==> config.mk <==
export PLATFORM = sky130hd
export DESIGN_NAME = tqvp_segment_reader
export DESIGN_NICKNAME = d
export VERILOG_FILES = /design/src/rtl/tqvp_segment_reader.sv
export SDC_FILE = /design/constraint.sdc
export NUM_CORES = 1
export LEC_CHECK = 0
export BUFFER_PORTS_ARGS = -buffer_cell sky130_fd_sc_hd__buf_2
export CAP_MARGIN = 5
export CORE_AREA = 2 2 126 128
export DETAILED_ROUTE_END_ITERATION = 16
export DIE_AREA = 0 0 128 130
export MAX_ROUTING_LAYER = met4
export SLEW_MARGIN = 20
export SYNTH_ARGS = -nofsm -noshare
export SYNTH_HDL_FRONTEND = slang
export SYNTH_SLANG_ARGS = --single-unit
==> constraint.sdc <==
create_clock -name clk -period 4.6 [get_ports clk]
set_clock_uncertainty 0.1 [all_clocks]
set_input_delay 0.46 -clock clk [delete_from_list [all_inputs] [get_ports clk]]
set_output_delay 0.46 -clock clk [all_outputs]
set_load 0.01 [all_outputs]
==> src/rtl/tqvp_segment_reader.sv <==
// Seven-segment read-back peripheral: synchronises segment lines, filters for stability,
// decodes accepted patterns to hex digits and queues every change in a 4-entry FIFO.
module tqvp_segment_reader (
   input  logic       clk,
   input  logic       rst,
   input  logic [7:0] ui_in,
   output logic [7:0] uo_out,
   input  logic [3:0] address,
   input  logic       data_write,
   input  logic [7:0] data_in,
   output logic [7:0] data_out
);

   logic       r_en, r_mo, r_al;
   logic [7:0] r_filt;
   logic [6:0] r_s1, r_s2;
   logic [6:0] r_prev;
   logic [7:0] r_cnt;
   logic       r_acc_valid;
   logic [6:0] r_acc_pat;
   logic [7:0] r_cur;
   logic [7:0] r_fifo [4];
   logic [1:0] r_wp, r_rp;
   logic [2:0] r_count;
   logic       r_ovf;

   logic [6:0] w_seg;
   logic [7:0] w_thr, w_new_thr;
   logic       w_wr_ctrl, w_wr_filt, w_pop, w_wr_stat;
   logic       w_disable, w_accept, w_flush;
   logic       w_full, w_empty, w_pop_ok, w_push_ok;
   logic [7:0] w_dec;
   logic [6:0] w_prev_nxt;
   logic [7:0] w_cnt_nxt;

   assign w_seg     = r_s2 ^ {7{r_al}};
   assign w_thr     = (r_filt == 8'd0) ? 8'd1 : r_filt;
   assign w_new_thr = (data_in == 8'd0) ? 8'd1 : data_in;
   assign w_wr_ctrl = data_write && (address == 4'h0);
   assign w_wr_filt = data_write && (address == 4'h1);
   assign w_pop     = data_write && (address == 4'h4);
   assign w_wr_stat = data_write && (address == 4'h5);
   assign w_disable = w_wr_ctrl && !data_in[7];
   assign w_flush   = w_wr_stat && data_in[3];
   assign w_full    = (r_count == 3'd4);
   assign w_empty   = (r_count == 3'd0);
   assign w_pop_ok  = w_pop && !w_empty;
   // A disabling write wins over an accept landing on the same edge.
   assign w_accept  = r_en && !w_disable && (r_cnt == w_thr)
                      && (!r_acc_valid || (r_prev != r_acc_pat));
   assign w_push_ok = w_accept && (!w_full || w_pop_ok);

   always_comb begin
      w_dec = 8'hC0;
      case (r_prev)
         7'h3F: w_dec = 8'h80;
         7'h06: w_dec = 8'h81;
         7'h5B: w_dec = 8'h82;
         7'h4F: w_dec = 8'h83;
         7'h66: w_dec = 8'h84;
         7'h6D: w_dec = 8'h85;
         7'h7D: w_dec = 8'h86;
         7'h07, 7'h27: w_dec = 8'h87;
         7'h7F: w_dec = 8'h88;
         7'h6F, 7'h67: w_dec = 8'h89;
         7'h77: w_dec = 8'h8A;
         7'h7C: w_dec = 8'h8B;
         7'h39: w_dec = 8'h8C;
         7'h5E: w_dec = 8'h8D;
         7'h79: w_dec = 8'h8E;
         7'h71: w_dec = 8'h8F;
         7'h00: w_dec = 8'hA0;
         default: w_dec = 8'hC0;
      endcase
   end

   // A lowered threshold clamps the running count so a saturated count can still match.
   always_comb begin
      w_prev_nxt = r_prev;
      w_cnt_nxt  = r_cnt;
      if (r_en) begin
         if (w_seg != r_prev) begin
            w_prev_nxt = w_seg;
            w_cnt_nxt  = 8'd1;
         end else if (r_cnt < w_thr) begin
            w_cnt_nxt = r_cnt + 8'd1;
         end
      end
      if (w_wr_filt && (w_cnt_nxt > w_new_thr))
         w_cnt_nxt = w_new_thr;
   end

   always_ff @(posedge clk) begin
      if (rst) begin
         r_en        <= 1'b0;
         r_mo        <= 1'b0;
         r_al        <= 1'b0;
         r_filt      <= 8'h04;
         r_s1        <= 7'h00;
         r_s2        <= 7'h00;
         r_prev      <= 7'h00;
         r_cnt       <= 8'h00;
         r_acc_valid <= 1'b0;
         r_acc_pat   <= 7'h00;
         r_cur       <= 8'h00;
         r_wp        <= 2'd0;
         r_rp        <= 2'd0;
         r_count     <= 3'd0;
         r_ovf       <= 1'b0;
      end else begin
         r_s1 <= ui_in[6:0];
         r_s2 <= r_s1;
         if (w_wr_ctrl) begin
            r_en <= data_in[7];
            r_mo <= data_in[6];
            r_al <= data_in[4];
         end
         if (w_wr_filt)
            r_filt <= data_in;
         if (w_disable) begin
            r_prev      <= 7'h00;
            r_cnt       <= 8'h00;
            r_acc_valid <= 1'b0;
            r_cur[7]    <= 1'b0;
         end else begin
            r_prev <= w_prev_nxt;
            r_cnt  <= w_cnt_nxt;
            if (w_accept) begin
               r_acc_pat   <= r_prev;
               r_acc_valid <= 1'b1;
               r_cur       <= w_dec;
            end
         end
         if (w_flush) begin
            r_wp    <= 2'd0;
            r_rp    <= 2'd0;
            r_count <= 3'd0;
         end else begin
            if (w_pop_ok)
               r_rp <= r_rp + 2'd1;
            if (w_push_ok)
               r_wp <= r_wp + 2'd1;
            if (w_push_ok && !w_pop_ok)
               r_count <= r_count + 3'd1;
            else if (!w_push_ok && w_pop_ok)
               r_count <= r_count - 3'd1;
         end
         if (w_accept && !w_push_ok && !w_flush)
            r_ovf <= 1'b1;
         else if (w_wr_stat && data_in[2])
            r_ovf <= 1'b0;
      end
   end

   always_ff @(posedge clk) begin
      if (!rst && !w_flush && w_push_ok)
         r_fifo[r_wp] <= w_dec;
   end

   assign uo_out = r_mo ? r_cur : 8'h00;

   always_comb begin
      data_out = 8'hFF;
      case (address)
         4'h0: data_out = {r_en, r_mo, 1'b0, r_al, 4'b0000};
         4'h1: data_out = r_filt;
         4'h2: data_out = r_cur;
         4'h3: data_out = {1'b0, w_seg};
         4'h4: data_out = w_empty ? 8'h00 : r_fifo[r_rp];
         4'h5: data_out = {r_count, w_full, w_empty, r_ovf, 2'b00};
         default: data_out = 8'hFF;
      endcase
   end

endmodule

==> results of run 1 <==
[cell type report]
class	count	area (µm²)
Tap cell	192	240
Sequential cell	88	2000
Inverter	23	86.3
Multi-Input combinational cell	408	2670
Timing Repair Buffer	41	218
Fill cell	1570	9910
Clock inverter	7	72.6
Clock buffer	9	225
[cell families after synthesis]
group                      count (synthesis)  share of synthesized area
AOI/OAI and AO/OA                        111                      0.149
xor gates and xnor gates                  31                     0.0552
adders and majority gates                 23                     0.0601
buffers and inverters                     60                     0.0499
DFF                                       88                      0.407
muxes                                      9                     0.0339
other                                      1                   0.000763
and+or+nand+nor                          233                      0.244
[through the flow]
step	util	hold slack [ns]
final	0.357	0.221
after CTS	0.357	0.212
after global routing	0.357	0.225
after floorplan	-	0.314
after global placement	0.338	0.332
after detailed placement	0.338	0.324
[power by group through the flow]
stage          Sequential (mW)  Clock [mW]  Combinational [mW]
4_1_cts                  0.815       0.744               0.117
6_report                 0.815       0.725               0.116
5_1_grt                  0.816       0.786               0.131
2_1_floorplan            0.824           0              0.0858
3_5_place_dp             0.832           0               0.116
3_3_place_gp             0.832           0               0.114
[per-layer routing]
| layer | vias up | routed length (µm) | global-route usage |
|---|---|---|---|
| met5 | - | 0 | - |
| met4 | 0 | 229 | 0.0569 |
| met3 | 17 | 591 | 0.0377 |
| met2 | 125 | 5900 | 0.249 |
| met1 | 1962 | 5800 | 0.208 |
| li1 | 2012 | - | - |
[worst paths after layout]
check | startpoint | end | slack, ns | depth (start not counted)
setup / recovery | r_filt[3]$_SDFFE_PP0P_ | r_cnt[5]$_SDFF_PP0_ | 1.02 | 16
hold / removal | ui_in[3] | r_s1[3]$_SDFF_PP0_ | 0.22 | 2
setup reg to reg | r_filt[3]$_SDFFE_PP0P_ | r_cnt[5]$_SDFF_PP0_ | 1.02 | 16
hold reg to reg | r_s1[5]$_SDFF_PP0_ | r_s2[5]$_SDFF_PP0_ | 0.33 | 1
[registers in the layout, summed over array words and instances (netlist names), named ones only]
register and count:
r_en 1, r_mo 1, r_s1 7, r_count 3, r_cnt 8, r_wp 2, r_cur 7, r_filt 8
r_rp 2, r_fifo 24, r_prev 7, r_ovf 1, r_al 1, r_s2 7, r_acc_pat 7
[cells in the final DEF, fill, tap and decap left out, types with 12 or more instances in the layout]
| cell | count |
|---|---|
| dfxtp_1 | 64 |
| nor2_1 | 45 |
| nand3_1 | 19 |
| xnor2_1 | 20 |
| ha_1 | 22 |
| nand2_1 | 67 |
| buf_2 | 36 |
| a21oi_1 | 36 |
| o21ai_0 | 16 |
| nor3_1 | 12 |
| and2_1 | 13 |
| inv_1 | 22 |
| edfxtp_1 | 24 |
| nor2b_1 | 23 |
==> impl_results.md, run 1 <==
* Vias at 4116
* Finished Layout Cells at 768
* Area growth from synthesis to layout at 12.1%
* Final Setup Violations at 0
* Die Area at 16600 µm²
* Post-CTS Setup Inserts at 0
* Outcome: finished, final reports clean
* CP required at 4.75 ns
* Placer Congestion at 0.891
* Total GRT Usage at 0.161
* DRT Pass-1 Iters at 5
* Finished Cell Area at 5510 µm²
* Starting Density at 0.319
* Clk pwr share at 0.438
* Peak VDD IR at between 0.0002 and 0.00025 V
* CP Buf/Inv Count at 1
* Top cells by count, synth: nand2_1, dfxtp_1, nor2_1, a21oi_1, edfxtp_1
* Top_reg_cell synth: dfxtp_1
* DR iter-0 viols at 244
* Critical Path Sink Type: flop
* Share of post-route cells with drive strength above 1 at 0.130
* Mapped cell area at 4910 µm²
* Vias/cell at 5.36
* CTS tree: done
* Clock-pin slew on the worst setup and hold paths at about 0.07 ns
* Yosys reg bits at 88
* Die span in x at 128 µm
* Clock latency on the worst-skew pair at around 0.35 ns
* Max Clk Rate at 279 MHz
* Syn. warnings at 0
* Switching pwr at 0.427 mW
* Pre-CTS setup slack at roughly 1.1 ns
* Count of input and output buffers at 36
* Critical path startpoint category: flop
* CP max stage delay at about 0.37 ns
* Switching share of power at 0.258
* Syn Area/Cell at ~9 µm²
* Synth area leaders: dfxtp_1, edfxtp_1, ha_1
* Number of synthesized flops with an enable pin at 24
* Clock Sink Count at 88
* Post-synth top area cell: dfxtp_1
* Tcrit/Tclk final at 0.779
* Fin Setup TNS at 0 ns
* PwrDens at around 300 nW/µm²
* Vias in the first global route at slightly below 4000
* Num CTS Buffers at 9
* Distinct cell type count after synthesis at 70
* Hold buffer count at CTS at 0
* I/O Pins at 39
* Relative slew slack at 0.469
* Final Hold Fails at 0
* Post-synthesis sequential area ratio at 0.407
* Htree depth at 3
* Antenna violations before repair at 0
* Critical Path AT at between 3 and 4 ns
* Post-synthesis async set-or-reset flop share at 0
* Final nets at between 600 and 700
* CTS max path bufs at 2
* Syn_nets at 602
* Final WS setup at 1.02 ns
* Antenna viol nets, final at 0
* Pwr Total at 1.66 mW
* Drt wl/cell at 16.3 µm
* Placed Cells at 752
* Core area at 15400 µm²
* P_int at 1.23 mW
* First-pass GRT wire length at 20.2 mm
* Crit path cell chain: nor4_1, a41o_1, ha_1, nor2b_1, o21bai_1, a21oi_1, nor4_1, xnor2_1, nor2_1, ha_1, a211oi_1, nor2_1, o31ai_1, buf_4, nand3b_1, o32ai_1
* Tmin final at 3.58 ns
* Cells after synthesis at ~560
* RSZ-0062 raised after global routing: no
* Row cnt at between 40 and 50
* Overflow after GRT at 0
* Slew Viols, Final at 0
* Gate power share at 0.070
* Root buffer cell: clkbuf_16
* Resize count post-CTS at 0
* Kind of critical path: flop to flop
* DP Area at 5210 µm²
* Diodes inserted at 0
* Die Y at 130 µm
* Max Cap Viol at 0
* Most common cell in the netlist: nand2_1
* Top cell family by delay on the critical path: compound AO/OA/AOI/OAI gates
* Largest net degree at the start of global routing at 44
* Crit path max fanout at 14
* Final HPWL from detailed placement at 9.11 mm
* Slowest CP cell: nor4_1
* HP Class: primary input to flop
* Leakage dissipation at 2.06 nW
* Worst slew pin tran at 0.790 ns
* Synth top area share at 0.261
* Residual DRC at 0
* WL final at 12.5 mm
* Reg power frac at 0.492
No activity file was read; power rests on OpenSTA's default activity.
==> run 2: changes to the inputs <==
==> constraint.sdc (replaced) <==
create_clock -name clk -period 3.25 [get_ports clk]
set_clock_uncertainty 0.1 [all_clocks]
set_input_delay 0.325 -clock clk [delete_from_list [all_inputs] [get_ports clk]]
set_output_delay 0.325 -clock clk [all_outputs]
set_load 0.01 [all_outputs]
==> run 2 against run 1 <==
  * Sequential cell count unchanged
  * Via count grew 6.7%
  * Cell area up 9.8%
  * Count of clock-buffer cells in the layout is the same
  * Non-clock buffer count increased by 45
  * Global-route usage is 0.88 points higher
  * The flow now finishes with violations (negative setup slack)
  * Setup slack got worse by 1.3 ns
  * Total power grew 46%
  * Fmax rose by 1.5%
  * Final cell count is 5.9% higher
==> impl_results.md, run 2 (synthesis results as in run 1) <==
* Residual DRC at 0 (unchanged)
* Num CTS Buffers at 9 (unchanged)
* Htree depth at 3 (unchanged)
* Row cnt at 46 (unchanged)
* Diodes inserted at 0 (unchanged)
* Placer Congestion at 0.887 (-0.42%)
* Max FFs per register at 24 (unchanged)
* Critical Path AT at 3.68 ns (-0.06 ns)
* Final Hold Fails at 0 (unchanged)
* Area growth from synthesis to layout at 23.2%
* Final nets at 662 (+7.3%)
* Critical path startpoint category: flop
* I/O Pins at 39 (unchanged)
* Tmin final at 3.53 ns (-0.0526 ns)
* First-pass GRT wire length at 21.4 mm (+5.7%)
* Final HPWL from detailed placement at 9.77 mm (+7.2%)
* Antenna violations before repair at 0 (unchanged)
* Failing checks: negative setup slack
* GR met2 Demand/Resource at 0.281 (+0.0321)
* WL final at 13.5 mm (+7.6%)
* PwrDens at 399 nW/µm² (+33%)
* Hold buffer count at CTS at 0 (unchanged)
* Reg2reg setup slack at -0.28 ns (-1.30 ns)
* Overflow after GRT at 0 (unchanged)
* Leakage dissipation at 2.31 nW (+12%)
* Count of input and output buffers at 36 (unchanged)
* Pre-CTS setup slack at -0.365 ns (-1.44 ns)
* Vias in the first global route at 4260 (+7.8%)
* Kind of critical path: flop to flop
* Pwr Total at 2.42 mW (+46%)
* Worst slew pin tran at 0.828 ns (+0.0384 ns)
* Finished Layout Cells at 813 (+5.9%)
* Clock Sink Count at 88 (unchanged)
* Fin Setup TNS at -1.68 ns (-1.68 ns)
* GR peak layer: met2
* Vias/cell at 5.40 (+0.82%)
* Final WS setup at -0.282 ns (-1.30 ns)
* Slew Viols, Final at 0 (unchanged)
* Peak VDD IR at 0.000292 V (+36%)
* Fin Hold WS at 0.0892 ns (-0.132 ns)
* Clock latency on the worst-skew pair at 0.35 ns (about the same)
* Most flops, register: r_fifo
* Share of post-route cells with drive strength above 1 at 0.243 (+0.113)
* Vias at 4393 (+6.7%)
* Final Setup Violations at 8 (+8)
* HP Class: primary input to flop
* RSZ-0062 raised after global routing: yes
* Die Area at 16600 µm² (unchanged)
* CTS tree: done
* Most frequent cells in the layout: nand2_1, dfxtp_1, buf_4
* Biggest regs: r_fifo: 24 flops, r_cnt: 8 flops, r_filt: 8 flops
* Clock-pin slew on the worst setup and hold paths at 0.08 ns (about the same)
* GRT met3 Usage at 0.0312 (-0.00656)
* Tcrit/Tclk final at 1.09 (+0.307)
* DRT Pass-1 Iters at 5 (unchanged)
* CTS max path bufs at 2 (unchanged)
* Max Cap Viol at 0 (unchanged)
* Crit path max fanout at 6 (-8)
* Final core utilization at 0.392 (+0.0351)
* Critical Path Sink Type: flop
* Largest net degree at the start of global routing at 43 (-2.3%)
* Relative slew slack at 0.443 (-0.0263)
* Die span in x at 128 µm (unchanged)
* Die Y at 130 µm (unchanged)
* Total GRT Usage at 0.170 (+0.00880)
* Core area at 15400 µm² (unchanged)
* Root buffer cell: clkbuf_16
* DP Area at 5500 µm² (+5.6%)
* Outcome: finished, violations left
* CP required at 3.40 ns (-1.35 ns)
* DR iter-0 viols at 356 (+46%)
* Starting Density at 0.319 (unchanged)
* Antenna viol nets, final at 0 (unchanged)
* Max Clk Rate at 283 MHz (+1.5%)
* Placed Cells at 790 (+5.1%)
* Finished Cell Area at 6050 µm² (+9.8%)
* Commonest non-fill, non-tap cell in the layout: nand2_1
* Met1 Use GR at 0.209 (+0.00168)
* Drt wl/cell at 16.6 µm (+1.6%)
## run 2: cell types whose count changed in the layout (fill, tap and decap cells not counted), sizes merged
cell / previous run / this run
bufinv: 0 / 1
clkinv: 2 / 3
inv: 27 / 25
buf: 41 / 86
## run 2: routing by layer
metal  part of all wire  vias up
li1                   -     2106
met1               0.44     2130
met2               0.49      135
met3              0.050       22
met4              0.020        0
met5                  0        -
## run 2: critical path: stages (launching register included)
cell      delay [ns]
dfxtp_2         0.35
nor4_4          0.30
a41o_1          0.23
ha_1            0.14
nor2b_1         0.04
o21bai_1        0.17
buf_4           0.15
a21oi_4         0.09
nor3_4          0.21
xnor2_2         0.16
nor2_1          0.09
ha_1            0.34
o21ai_0         0.19
nor2_1          0.10
o31ai_4         0.26
buf_4           0.17
nand3b_1        0.16
o32ai_2         0.19
## run 2: cell type report
type	count	area, µm²
repair buffers	86	559
clock inverters	7	88.8
fillers	1535	9370
well taps	192	240
clock buffers	9	225
flip-flops and latches	88	2010
multi-input cells	408	2850
inverters	23	86.3
## run 2: worst paths after layout
path / start / endpoint / cells past startpoint
max: r_filt[6]$_SDFFE_PP0P_ / r_cnt[6]$_SDFF_PP0_ / 17
max reg2reg: r_filt[6]$_SDFFE_PP0P_ / r_cnt[6]$_SDFF_PP0_ / 17
min reg2reg: r_s1[4]$_SDFF_PP0_ / r_s2[4]$_SDFF_PP0_ / 1
min: ui_in[6] / r_s1[6]$_SDFF_PP0_ / 2
## run 2: power by group
part | internal [mW] | total [mW] | switching, mW | leakage, nW
logic | 0.0752 | 0.200 | 0.125 | 1.41
clock network | 0.610 | 1.07 | 0.463 | 0.149
registers | 1.14 | 1.14 | 0.00789 | 0.757
total | 1.82 | 2.42 | 0.596 | 2.31
## run 2: what timing repair did
action / 4_1_cts / 5_1_grt
setup buffers: 6 / 1
endpoints found under the setup margin: 9 / 33
gates resized for setup: 17 / 22
pin swaps: 18 / 11
